## src/rtl/dreg_share_arbiter.sv

```systemverilog
// Round-robin arbiter sharing one W-bit capture register between N requesters.
// Latency: req -> gnt 1 cycle; granted data -> out/out_valid 1 cycle after each grant cycle.
// Backpressure: owner drops req to end its burst early; bursts cap at MAX_BURST, then one IDLE turnaround.
module dreg_share_arbiter #(
  parameter int N         = 4,
  parameter int W         = 8,
  parameter int MAX_BURST = 4,
  localparam int SW       = (N > 1) ? $clog2(N) : 1
) (
  input  logic           clk,
  input  logic           reset,
  input  logic [N-1:0]   req,
  input  logic [N*W-1:0] data,
  output logic [N-1:0]   gnt,
  output logic [W-1:0]   out,
  output logic           out_valid,
  output logic [SW-1:0]  out_src,
  output logic           busy
);

  typedef enum logic {IDLE, GRANT} state_t;

  state_t        state;
  logic [SW-1:0] owner;
  logic [SW-1:0] last_owner;
  logic [3:0]    burst_cnt;

  logic [SW-1:0] pick;
  logic          owner_req;
  logic [W-1:0]  owner_dat;
  logic          burst_last;

  // First set request bit searching upward from the slot after last_owner, wrapping at N.
  function automatic logic [SW-1:0] rr_pick(input logic [N-1:0] r, input logic [SW-1:0] lo);
    logic [SW-1:0] sel;
    logic [SW-1:0] idx;
    logic          found;
    sel   = lo;
    found = 1'b0;
    for (int k = 1; k <= N; k++) begin
      idx = SW'((int'(lo) + k) % N);
      if (!found && r[idx]) begin
        sel   = idx;
        found = 1'b1;
      end
    end
    return sel;
  endfunction

  // Candidate owner, plus the current owner's request/data and end-of-burst flag.
  always_comb begin
    pick       = rr_pick(req, last_owner);
    owner_req  = req[owner];
    owner_dat  = data[owner*W +: W];
    burst_last = (({1'b0, burst_cnt} + 5'd1) == 5'(MAX_BURST));
  end

  // Arbitration FSM with registered grant, capture register and status outputs.
  always_ff @(posedge clk or posedge reset) begin
    if (reset) begin
      state      <= IDLE;
      owner      <= '0;
      last_owner <= SW'(N - 1);
      burst_cnt  <= '0;
      gnt        <= '0;
      out        <= '0;
      out_valid  <= 1'b0;
      out_src    <= '0;
      busy       <= 1'b0;
    end else begin
      case (state)
        IDLE: begin
          out_valid <= 1'b0;
          if (|req) begin
            state     <= GRANT;
            owner     <= pick;
            gnt       <= N'(1) << pick;
            busy      <= 1'b1;
            burst_cnt <= '0;
          end
        end
        GRANT: begin
          if (owner_req) begin
            out       <= owner_dat;
            out_src   <= owner;
            out_valid <= 1'b1;
            burst_cnt <= burst_cnt + 4'd1;
            if (burst_last) begin
              state      <= IDLE;
              gnt        <= '0;
              busy       <= 1'b0;
              last_owner <= owner;
            end
          end else begin
            // Owner withdrew: release without capturing; out keeps its old value.
            out_valid  <= 1'b0;
            state      <= IDLE;
            gnt        <= '0;
            busy       <= 1'b0;
            last_owner <= owner;
          end
        end
        default: begin
          state     <= IDLE;
          gnt       <= '0;
          busy      <= 1'b0;
          out_valid <= 1'b0;
        end
      endcase
    end
  end

endmodule

```

## config.mk

```make
export PLATFORM = sky130hd
export DESIGN_NAME = dreg_share_arbiter
export DESIGN_NICKNAME = d
export VERILOG_FILES = /design/src/rtl/dreg_share_arbiter.sv
export SDC_FILE = /design/constraint.sdc
export NUM_CORES = 1
export LEC_CHECK = 0
export CAP_MARGIN = 20
export CELL_PAD_IN_SITES_DETAIL_PLACEMENT = 1
export CELL_PAD_IN_SITES_GLOBAL_PLACEMENT = 2
export CORE_MARGIN = 2
export CORE_UTILIZATION = 26
export DETAILED_ROUTE_END_ITERATION = 10
export GPL_TIMING_DRIVEN = 0
export PLACE_DENSITY_LB_ADDON = 0.1
export SLEW_MARGIN = 30
export SYNTH_ARGS = -nofsm -noshare
export SYNTH_HDL_FRONTEND = slang
export SYNTH_SLANG_ARGS = --single-unit
export TNS_END_PERCENT = 50
```

## constraint.sdc

```tcl
create_clock -name clk -period 2 [get_ports clk]
set_input_delay 0.5 -clock clk [delete_from_list [all_inputs] [get_ports clk]]
set_output_delay 0.5 -clock clk [all_outputs]
set_load 0.01 [all_outputs]
```

==> flow_summary.json <==
{
  "slew_viol_final": 0,
  "path_clk_slew_ns": 0.09,
  "crit_chain": "dlygate4sd2_1 -> mux4_2 -> nand2_2 -> buf_6 -> nor2_1 -> a311o_1",
  "io_buffers": 53,
  "gr-total-overflow": 0,
  "period_minus_slack_ns": 1.84,
  "stdcell_count": 236,
  "antenna_cells": 0,
  "netlist.area_leader.share": 0.430,
  "hold_slack_ns": 0.502,
  "async_flop_share": 1.00,
  "setup_tns_ns": 0,
  "dieHeight_um": 75.8,
  "crit_start": "req[3]",
  "end_kind": "flop",
  "htreeDepth": 1,
  "hp-class": "flop to flop",
  "drtIter0Drc": 74,
  "critPathSlowestCell": "mux4_2",
  "cp-start-kind": "primary input",
  "antenna_left": 0,
  "ios": 54,
  "cp.required_ns": 2.15,
  "grt_max_degree": 26,
  "synth_area_leader_cell": "dfrtp_1",
  "crit_fanout": 10,
  "seq_area_frac_synth": 0.469,
  "core-area_um2": 5040,
  "antenna_found_initial": 0,
  "synth_nets": 148,
  "status": "finished clean",
  "grt_use_total": 0.135,
  "rows": 26,
  "clock_latency_ns": 0.27,
  "pwr_density_cell_nw_per_um2": 1370,
  "grt_pass1_vias": 1220,
  "max_freq_mhz": 543,
  "drtPass1Iterations": 4,
  "finalCritPeriodShare": 0.922,
  "finClkSkew_ns": 0.00328,
  "nNetsFinal": 206,
  "p_leak_uw": 0.000803,
  "yosysWarnings": 0,
  "synth.most_common_cell": "dfrtp_1",
  "place_inst": 232,
  "yosysUniqueCellTypes": 30,
  "worstHoldStart": "gnt[1]",
  "worst_pin_slew_ns": 0.618,
  "dp_hpwl_um": 2930,
  "max-slew-margin-rel": 0.588,
  "critPathTopFamily": "multiplexers",
  "utilization": 0.396,
  "final-setup-viol-count": 0,
  "grt_pass1_wl_um": 5820,
  "synth_cells": 109,
  "slowest_delay_ns": 0.54,
  "worst_ep_arrival_time_ns": 2.00,
  "ys_seq_elements": 25,
  "drive_gt1_frac": 0.211,
  "crit_type": "primary input to flop",
  "remaining_drc_errors": 0,
  "cts_setup_buffers": 0,
  "fp.dieW_um": 75.8,
  "wire_per_inst_um": 15.6,
  "cts_tree": "built",
  "clockBufferDepth": 2,
  "postCtsHoldBufs": 0,
  "vias": 1119,
  "syn_avg_cell_area_um2": 12.3,
  "ir_drop_mv": 0.440,
  "crit_buf_inv": 2,
  "synth_area_um2": 1340,
  "rr_startpoint": "owner[0]",
  "maxCapViolCount": 0,
  "hold_violations": 0,
  "synthTopCellsByArea": "dfrtp_1, mux4_2, mux2_2",
  "cts_buffers": 3,
  "synth.top_cells.by_count": "dfrtp_1, mux2_2, mux4_2",
  "ys.flop_type": "dfrtp_1",
  "cts_root_buffer": "clkbuf_8",
  "syn_to_final_growth_pct": 49.2,
  "synth_edf_count": 0,
  "start_util": 0.266,
  "gp_congestion": 0.789,
  "die_area_um2": 5740,
  "via_per_inst": 4.74,
  "wl_um": 3690,
  "cts_sinks": 25,
  "rsz0062_at_grt": "no"
}
==> area by class of cell <==
type / count / area (um2)
multi-input combinational: 72 / 652
fill: 566 / 3050
sequential: 25 / 628
buffer: 7 / 40.0
clock buffer: 4 / 45.0
tap: 70 / 87.6
inverter: 5 / 18.8
timing repair buffer: 53 / 526
==> report_power, final <==
group	switching (uW)	internal, uW
logic	664	862
clock network	163	142
registers	144	758
total	971	1760
==> sequential cells by signal, summed over array words and instances (netlist names) <==
register and count:
busy 1, out_src 2, owner 2, gnt 4, state 1, burst_cnt 4
out_valid 1, out 8, last_owner 2
==> per-layer routing <==
metal | global-route usage | wire (um)
met1 | 0.171 | 1550
met2 | 0.238 | 2020
met3 | 0.0212 | 99
met4 | 0.0409 | 22
met5 | 0 | 0
==> cell families (layout without fill, tap and decap cells) <==
logic type,Yosys count,after routing,share of synthesized area
flip-flops,25,25,0.469
adder cells (fa/ha/maj),1,1,0.00934
buffers and inverters,12,69,0.0439
AO/OA/AOI/OAI,22,22,0.116
multiplexers,23,23,0.268
AND/OR/NAND/NOR,26,26,0.0935
==> repair_timing <==
| action | CTS | global route |
|---|---|---|
| setup endpoints to repair | 15 | 0 |
| endpoints found under the hold margin | 0 | 0 |
| gates resized for setup | 4 | 0 |
==> placed cells by master (no fill, tap or decap), types with 2 or more instances in the layout <==
master           instances
a21oi_1                  4
clkbuf_1                 4
clkbuf_8                 3
clkdlybuf4s50_1         49
dfrtp_1                 23
dfstp_2                  2
dlygate4sd2_1            4
inv_1                    4
mux2_2                  13
mux4_2                   9
nand2_1                  7
nand2b_1                 4
nand3_1                  5
nor2_1                   5
o21a_1                   2
o21ai_0                  5
o2bb2ai_1                5
or2_2                    2
==> per-stage QoR <==
step / area (um2) / total power, uW / setup WS (ns)
after floorplan: 1340 / 1840 / 0.329
after detailed placement: 1960 / 2470 / -0.372
after global placement: 1960 / 2430 / -0.304
after CTS: 2000 / 2790 / 0.155
after global routing: 2000 / 2960 / 0.122
final: 2000 / 2730 / 0.157
==> final timing paths <==
check / endpoint / slack, ns / cells after the start
hold reg to reg: gnt[1] / 0.50 / 1
min in group asynchronous: out[2] / 0.59 / 2
setup reg to reg: out[0] / 0.24 / 4
hold / removal: gnt[1] / 0.50 / 1
setup / recovery: burst_cnt[3] / 0.16 / 6
max in group asynchronous: last_owner[0] / 1.04 / 2
==> worst register-to-register path, cell delays in order (launching register included) <==
cell	delay, ns
dfrtp_1	0.33
clkbuf_2	0.19
buf_2	0.32
mux4_2	0.54
mux2_2	0.27
No activity file was read; power rests on OpenSTA's default activity.
